<file path="config.mk">
export PLATFORM = sky130hd
export DESIGN_NAME = toggle_activity_monitor_flat
export DESIGN_NICKNAME = d
export VERILOG_FILES = /design/src/rtl/toggle_activity_monitor_pkg.sv /design/src/rtl/toggle_activity_monitor_if.sv /design/src/rtl/toggle_activity_monitor_popcount.sv /design/src/rtl/toggle_activity_monitor.sv /design/src/flat_wrapper.sv
export SDC_FILE = /design/constraint.sdc
export NUM_CORES = 1
export LEC_CHECK = 0
export CAP_MARGIN = 10
export CORE_MARGIN = 2
export CORE_UTILIZATION = 40
export DETAILED_ROUTE_END_ITERATION = 8
export GPL_TIMING_DRIVEN = 0
export PLACE_DENSITY = 0.56
export SLEW_MARGIN = 20
export SYNTH_ARGS = -nofsm -noshare
export SYNTH_HDL_FRONTEND = slang
export SYNTH_SLANG_ARGS = --single-unit
export TNS_END_PERCENT = 50
</file>
<file path="constraint.sdc">
create_clock -name clk -period 10.1 [get_ports clk]
set_input_delay 1.515 -clock clk [delete_from_list [all_inputs] [get_ports clk]]
set_output_delay 1.515 -clock clk [all_outputs]
set_load 0.02 [all_outputs]
</file>
<file path="src/rtl/toggle_activity_monitor_pkg.sv">
// Shared types and width helpers for the toggle activity monitor.
package pwr_mon_pkg;

    typedef enum logic [1:0] {
        ST_IDLE = 2'd0,
        ST_SEED = 2'd1,
        ST_RUN  = 2'd2
    } mon_state_e;

    // Input-toggle total: a full window of NUM_IN-bit popcounts fits in CNT_W plus the popcount width.
    function automatic int tot_width(input int cnt_w, input int num_in);
        return cnt_w + $clog2(num_in + 1);
    endfunction

endpackage

</file>
<file path="src/rtl/toggle_activity_monitor_if.sv">
// Sample stream from the observed cell plus the per-window report handshake.
interface toggle_activity_monitor_if #(
    parameter int NUM_IN = 4,
    parameter int CNT_W  = 16,
    parameter int IDX_W  = 8,
    parameter int TOT_W  = pwr_mon_pkg::tot_width(CNT_W, NUM_IN)
);
    logic              in_valid;
    logic [NUM_IN-1:0] in_vec;
    logic              in_out;
    logic              rpt_valid;
    logic              rpt_ready;
    logic [TOT_W-1:0]  rpt_in_tog;
    logic [CNT_W-1:0]  rpt_out_tog;
    logic [IDX_W-1:0]  rpt_win_idx;

    modport mon (
        input  in_valid, in_vec, in_out, rpt_ready,
        output rpt_valid, rpt_in_tog, rpt_out_tog, rpt_win_idx
    );

    modport master (
        output in_valid, in_vec, in_out, rpt_ready,
        input  rpt_valid, rpt_in_tog, rpt_out_tog, rpt_win_idx
    );
endinterface

</file>
<file path="src/rtl/toggle_activity_monitor_popcount.sv">
// Combinational population count of an N-bit vector.
module popcount_n #(
    parameter int N = 4,
    parameter int W = $clog2(N + 1)
) (
    input  logic [N-1:0] bits_i,
    output logic [W-1:0] cnt_o
);
    always_comb begin
        cnt_o = '0;
        for (int i = 0; i < N; i++) begin
            cnt_o = cnt_o + W'(bits_i[i]);
        end
    end
endmodule

</file>
<file path="src/rtl/toggle_activity_monitor.sv">
// Windowed switching-activity counter for a small combinational cell.
//   state | meaning
//   IDLE  | not counting; samples ignored
//   SEED  | waiting for the first sample to load the previous-sample register
//   RUN   | counting toggles between consecutive samples, reporting every WIN_LEN transitions
module toggle_activity_monitor
    import pwr_mon_pkg::*;
#(
    parameter int NUM_IN  = 4,
    parameter int WIN_LEN = 256,
    parameter int CNT_W   = 16,
    parameter int IDX_W   = 8
) (
    input  logic                     clk,
    input  logic                     rst,
    input  logic                     start,
    input  logic                     stop,
    toggle_activity_monitor_if.mon   bus,
    output logic                     overrun,
    output logic                     busy
);
    localparam int TOT_W = tot_width(CNT_W, NUM_IN);
    localparam int PC_W  = $clog2(NUM_IN + 1);

    if (WIN_LEN < 1) begin : g_bad_win_len
        $error("WIN_LEN must be at least 1");
    end
    if ((2 ** CNT_W) <= WIN_LEN) begin : g_bad_cnt_w
        $error("CNT_W too narrow for WIN_LEN");
    end

    mon_state_e        state_q, state_d;
    logic [NUM_IN-1:0] prev_vec_q, prev_vec_d;
    logic              prev_out_q, prev_out_d;
    logic [TOT_W-1:0]  in_acc_q, in_acc_d;
    logic [CNT_W-1:0]  out_acc_q, out_acc_d;
    logic [CNT_W-1:0]  trans_cnt_q, trans_cnt_d;
    logic [IDX_W-1:0]  win_idx_q, win_idx_d;
    logic              rpt_valid_q, rpt_valid_d;
    logic [TOT_W-1:0]  rpt_in_q, rpt_in_d;
    logic [CNT_W-1:0]  rpt_out_q, rpt_out_d;
    logic [IDX_W-1:0]  rpt_idx_q, rpt_idx_d;
    logic              overrun_q, overrun_d;

    logic [PC_W-1:0]   pc;
    logic [TOT_W-1:0]  in_sum;
    logic [CNT_W-1:0]  out_sum;
    logic              win_close;

    popcount_n #(.N(NUM_IN), .W(PC_W)) u_popcount (
        .bits_i (bus.in_vec ^ prev_vec_q),
        .cnt_o  (pc)
    );

    assign in_sum    = in_acc_q + TOT_W'(pc);
    assign out_sum   = out_acc_q + CNT_W'(bus.in_out ^ prev_out_q);
    assign win_close = (trans_cnt_q == CNT_W'(WIN_LEN - 1));

    always_comb begin
        state_d     = state_q;
        prev_vec_d  = prev_vec_q;
        prev_out_d  = prev_out_q;
        in_acc_d    = in_acc_q;
        out_acc_d   = out_acc_q;
        trans_cnt_d = trans_cnt_q;
        win_idx_d   = win_idx_q;
        rpt_valid_d = rpt_valid_q;
        rpt_in_d    = rpt_in_q;
        rpt_out_d   = rpt_out_q;
        rpt_idx_d   = rpt_idx_q;
        overrun_d   = overrun_q;

        if (rpt_valid_q && bus.rpt_ready) begin
            rpt_valid_d = 1'b0;
        end

        case (state_q)
            ST_IDLE: begin
                if (start && !stop) begin
                    state_d   = ST_SEED;
                    overrun_d = 1'b0;
                    win_idx_d = '0;
                end
            end
            ST_SEED, ST_RUN: begin
                if (stop) begin
                    state_d     = ST_IDLE;
                    in_acc_d    = '0;
                    out_acc_d   = '0;
                    trans_cnt_d = '0;
                end else if (bus.in_valid) begin
                    prev_vec_d = bus.in_vec;
                    prev_out_d = bus.in_out;
                    if (state_q == ST_SEED) begin
                        state_d = ST_RUN;
                    end else if (win_close) begin
                        // A close overrides the accept above, so the new report stays valid.
                        rpt_valid_d = 1'b1;
                        rpt_in_d    = in_sum;
                        rpt_out_d   = out_sum;
                        rpt_idx_d   = win_idx_q;
                        if (rpt_valid_q && !bus.rpt_ready) begin
                            overrun_d = 1'b1;
                        end
                        in_acc_d    = '0;
                        out_acc_d   = '0;
                        trans_cnt_d = '0;
                        win_idx_d   = win_idx_q + 1'b1;
                    end else begin
                        in_acc_d    = in_sum;
                        out_acc_d   = out_sum;
                        trans_cnt_d = trans_cnt_q + 1'b1;
                    end
                end
            end
            default: state_d = ST_IDLE;
        endcase
    end

    always_ff @(posedge clk or posedge rst) begin
        if (rst) begin
            state_q     <= ST_IDLE;
            prev_vec_q  <= '0;
            prev_out_q  <= 1'b0;
            in_acc_q    <= '0;
            out_acc_q   <= '0;
            trans_cnt_q <= '0;
            win_idx_q   <= '0;
            rpt_valid_q <= 1'b0;
            rpt_in_q    <= '0;
            rpt_out_q   <= '0;
            rpt_idx_q   <= '0;
            overrun_q   <= 1'b0;
        end else begin
            state_q     <= state_d;
            prev_vec_q  <= prev_vec_d;
            prev_out_q  <= prev_out_d;
            in_acc_q    <= in_acc_d;
            out_acc_q   <= out_acc_d;
            trans_cnt_q <= trans_cnt_d;
            win_idx_q   <= win_idx_d;
            rpt_valid_q <= rpt_valid_d;
            rpt_in_q    <= rpt_in_d;
            rpt_out_q   <= rpt_out_d;
            rpt_idx_q   <= rpt_idx_d;
            overrun_q   <= overrun_d;
        end
    end

    assign bus.rpt_valid   = rpt_valid_q;
    assign bus.rpt_in_tog  = rpt_in_q;
    assign bus.rpt_out_tog = rpt_out_q;
    assign bus.rpt_win_idx = rpt_idx_q;
    assign overrun         = overrun_q;
    assign busy            = (state_q != ST_IDLE);
endmodule

</file>
<file path="src/flat_wrapper.sv">
// flat-port wrapper written by rule: the top's interface ports become plain ports
module toggle_activity_monitor_flat import pwr_mon_pkg::*;
#(
    parameter int NUM_IN  = 4,
    parameter int WIN_LEN = 256,
    parameter int CNT_W   = 16,
    parameter int IDX_W   = 8
)
  (clk, rst, start, stop, overrun, busy, bus_in_valid, bus_in_vec, bus_in_out, bus_rpt_ready, bus_rpt_valid, bus_rpt_in_tog, bus_rpt_out_tog, bus_rpt_win_idx);
  toggle_activity_monitor_if #(.NUM_IN(NUM_IN), .CNT_W(CNT_W), .IDX_W(IDX_W)) bus_i ();
  input  logic clk;
  input  logic rst;
  input  logic start;
  input  logic stop;
  output logic overrun;
  output logic busy;
  input wire logic [$bits(bus_i.in_valid)-1:0] bus_in_valid;
  input wire logic [$bits(bus_i.in_vec)-1:0] bus_in_vec;
  input wire logic [$bits(bus_i.in_out)-1:0] bus_in_out;
  input wire logic [$bits(bus_i.rpt_ready)-1:0] bus_rpt_ready;
  output wire logic [$bits(bus_i.rpt_valid)-1:0] bus_rpt_valid;
  output wire logic [$bits(bus_i.rpt_in_tog)-1:0] bus_rpt_in_tog;
  output wire logic [$bits(bus_i.rpt_out_tog)-1:0] bus_rpt_out_tog;
  output wire logic [$bits(bus_i.rpt_win_idx)-1:0] bus_rpt_win_idx;
  assign bus_i.in_valid = bus_in_valid;
  assign bus_i.in_vec = bus_in_vec;
  assign bus_i.in_out = bus_in_out;
  assign bus_i.rpt_ready = bus_rpt_ready;
  assign bus_rpt_valid = bus_i.rpt_valid;
  assign bus_rpt_in_tog = bus_i.rpt_in_tog;
  assign bus_rpt_out_tog = bus_i.rpt_out_tog;
  assign bus_rpt_win_idx = bus_i.rpt_win_idx;
  toggle_activity_monitor #(.NUM_IN(NUM_IN), .WIN_LEN(WIN_LEN), .CNT_W(CNT_W), .IDX_W(IDX_W)) u_core (.clk(clk), .rst(rst), .start(start), .stop(stop), .bus(bus_i), .overrun(overrun), .busy(busy));
endmodule
</file>
==> results by group, run 1 <==
Status
  – Status: finished, final reports clean

Placed design
  – Placer congestion estimate: 0.8252
  – Detail Placement HPWL: 9104 um
  – Port Buffer Count: 55

Clock network
  – Postcts setup bufs: 0
  – CTS tree: built
  – Htree depth: 3
  – Clk Tree Root Cell: clkbuf_16
  – Max Buffers Root-to-Sink: 2
  – Hold_buf cts: 0
  – Clock Latency Late Sink: 0.36 ns
  – Sinks on Clock Net: 111
  – Clock slew at the register clock pins of the worst setup and hold paths: 0.07 ns
  – Total CTS buffers: 9
  – PostCTS Resize Cnt: 0

Yosys
  – Area leader, netlist: dfrtp_1
  – Synth Flop Type: dfrtp_1
  – Top cell type's share of synthesized area: 50.28%
  – Distinct cells, synth: 47
  – Post-synth EDFFs: 0
  – Synth Net Count: 587
  – Syn_area_per_cell: 9.794 um2
  – Synth area leaders: dfrtp_1 (50%), nand2_1 (5.7%), o21ai_0 (5.4%), xnor2_1 (3.8%), xor2_1 (3.8%)
  – Async SR Flop Fraction: 100.0%
  – Synthesized area: 5524 um2
  – Sequential fraction of the synthesis area: 50.28%
  – Synth Register Bits: 111
  – Mapped Cells: 564
  – Yosys warns: 0

Global route
  – GRT overflow: 0
  – First-pass GRT wire length: 21830 um
  – Largest net degree at the start of global routing: 63
  – Total GRT Usage: 19.05%
  – Antenna violations before repair: 0
  – Vias in the first global route: 4203

Pwr
  – Worst vdd ir: 0.08882 mV
  – Clock network fraction of total power: 29.8%
  – Int Power: 0.7929 mW
  – Net Sw Frac: 34.95%
  – PwrDens: 183.9 nW/um2
  – Logic pwr share: 29.8%
  – Leak: 2.777 nW
  – Sequential power share: 40.4%
  – Sw power: 0.4259 mW

Route
  – DR DRC count: 0
  – WL per Instance: 16.25 um
  – TritonRoute pass-1 iters: 5
  – DR vias: 4362
  – Final WL: 13190 um
  – DR vias/cell: 5.372
  – DRT iter0 DRCs: 257
  – DRT antenna net count: 0

Layout
  – # diodes: 0
  – Share of layout cells above drive strength 1: 7.075%
  – Most frequent cells in the layout: dfrtp_1 (111), nand2_1 (84), o21ai_0 (60)
  – Growth of design area from synthesis to finish: 19.95%
  – Finished Core Util: 49.64%
  – Most common library cell in the layout ignoring fill and taps: dfrtp_1
  – Final Net Count: 654

Timing
  – Post-route setup TNS: 0 ns
  – Final Setup Violations: 0
  – Min cycle time layout: 4.439 ns
  – Final Hold Vio Count: 0
  – Unrepaired setup endpoints after global routing: false
  – Tightest Pin Transition: 0.9357 ns
  – Worst slew margin: 37.20%
  – Skew final: 0.005296 ns
  – Fraction of the cycle the final worst path needs: 43.95%
  – Maximum operating frequency: 225.3 MHz
  – Slew Viols, Final: 0

Worst setup path
  – Sequence of cells on the critical path: clkdlybuf4s50_1, xnor2_1, fa_1, inv_1, fa_1, fa_1, nand3_1, or4b_2, o311ai_0, o21ai_0
  – CP Data Arrival Time: 4.66 ns
  – CP bufs+invs: 2
  – CP delay by family, top: adder cells
  – Critical path type: in2reg
  – CP Capture Type: register
  – Critical path's largest stage delay: 0.78 ns
  – Startpoint types: input pin
  – CP dominant cell by count: fa_1
  – CP Max Fanout: 5
  – Crit-path slowest cell: or4b_2
  – Crit path required time: 10.32 ns

Die
  – Num ports: 57
  – Chip Width: 121.5 um
  – Die area: 14770 um2
  – Die Height: 121.5 um
  – Starting Density: 41.39%
  – Num rows: 42
  – CORE AREA: 13350 um2

Run
  – Max Cap Viol: 0

Hold path
  – Class of the worst hold path: reg2reg
-- cell families after synthesis --
kind of cell	Yosys count	share of synthesized area [%]
adder cells (fa/ha/maj)	12	3.126
buffers and inverters	46	3.352
AO/OA/AOI/OAI	136	14.63
XOR/XNOR	48	7.610
AND/OR/NAND/NOR	193	16.94
flip-flops	111	50.28
multiplexers	18	4.054
-- layout make-up --
cell class | instances | area [um2]
plain buffers | 31 | 128.9
clock buffers | 10 | 239.0
clock inverters | 6 | 60.06
fillers | 1267 | 6721
inverters | 15 | 61.31
multi-input cells | 407 | 2561
flip-flops and latches | 111 | 2778
well taps | 176 | 220.2
repair buffers | 56 | 578.1
-- layer usage --
layer	GRT usage [%]	wire length [um]	part of all wire, %	vias up
met4	6.825	249	1.9	0
met3	4.323	617	4.7	13
met5	0	0	0	-
li1	-	-	-	2122
met2	28.97	6011	46	96
met1	26.80	6315	48	2131
-- final timing paths --
path	startpoint	endpoint	slack, ns	cells after the start
max	bus_in_vec[3]	u_core.in_acc_q[16]	5.66	10
min	u_core.bus.rpt_in_tog[4]	u_core.bus.rpt_in_tog[4]	0.48	2
max reg2reg	u_core.prev_vec_q[3]	u_core.in_acc_q[16]	6.86	9
min reg2reg	u_core.bus.rpt_in_tog[4]	u_core.bus.rpt_in_tog[4]	0.48	2
max in group asynchronous	rst	u_core.win_idx_q[3]	7.87	3
min in group asynchronous	rst	u_core.bus.rpt_out_tog[13]	1.57	2
-- Yosys cell counts, types with 6 or more instances --
| cell | number |
|---|---|
| xnor2_1 | 24 |
| and4_1 | 6 |
| a31oi_1 | 33 |
| o21ai_0 | 60 |
| inv_1 | 15 |
| dfrtp_1 | 111 |
| a22o_1 | 6 |
| clkbuf_1 | 23 |
| o31ai_1 | 6 |
| a21oi_1 | 16 |
| ha_1 | 9 |
| mux2_2 | 11 |
| nor2_1 | 37 |
| nand4_1 | 15 |
| nor3_1 | 6 |
| and3_1 | 8 |
| mux2_4 | 6 |
| xor2_1 | 24 |
| nand3_1 | 14 |
| nand2_1 | 84 |
-- flip-flops by register name (all words and copies together), names as in the netlist --
name                    flops
u_core.bus.rpt_out_tog     16
u_core.prev_out_q           1
u_core.bus.rpt_valid        1
u_core.prev_vec_q           4
u_core.win_idx_q            8
u_core.trans_cnt_q         16
u_core.state_q              2
u_core.out_acc_q           16
u_core.overrun              1
u_core.bus.rpt_win_idx      8
u_core.in_acc_q            19
u_core.bus.rpt_in_tog      19
-- power groups by stage --
stage	registers (mW)	clock network, mW	logic [mW]
after floorplan	0.496	0	0.254
after global placement	0.500	0	0.357
after detailed placement	0.501	0	0.368
after CTS	0.492	0.375	0.368
after global routing	0.498	0.393	0.409
final	0.493	0.363	0.363
-- worst reg2reg max path, stage by stage, from the launching register on --
cell and delay [ns]:
dfrtp_1 0.39, xnor2_1 0.22, fa_1 0.47, inv_1 0.10
fa_1 0.23, fa_1 0.27, nand3_1 0.17, or4b_2 0.78
o311ai_0 0.34, o21ai_0 0.14
-- per-stage QoR --
step | hold slack [ns] | total power [mW] | instance area, um2 | worst slack [ns] | std cells
2_1_floorplan | 0.4590 | 0.7503 | 5524 | 5.654 | 564
3_3_place_gp | 0.4643 | 0.8564 | 6295 | 3.881 | 795
3_5_place_dp | 0.4707 | 0.8690 | 6327 | 5.274 | 796
4_1_cts | 0.4865 | 1.236 | 6626 | 5.653 | 812
5_1_grt | 0.5020 | 1.299 | 6626 | 5.410 | 812
6_report | 0.4800 | 1.219 | 6626 | 5.661 | 812
No activity file was read; power rests on OpenSTA's default activity.
==> inputs of run 2 (changes only) <==
Clock period 10.1 ns to 4.4 ns, I/O delays scaled along.
==> results of run 2 <==
Same layout as run 1 (identical final DEF). Status: finished, final reports clean.
Among the figures that moved: setup slack after placement 5.274 ns -> 0.4292 ns; setup slack after layout 5.661 ns -> 0.8157 ns; register-to-register setup slack 6.86 ns -> 1.16 ns; total power 1.219 mW -> 2.798 mW; worst IR drop on VDD 0.08882 mV -> 0.2039 mV
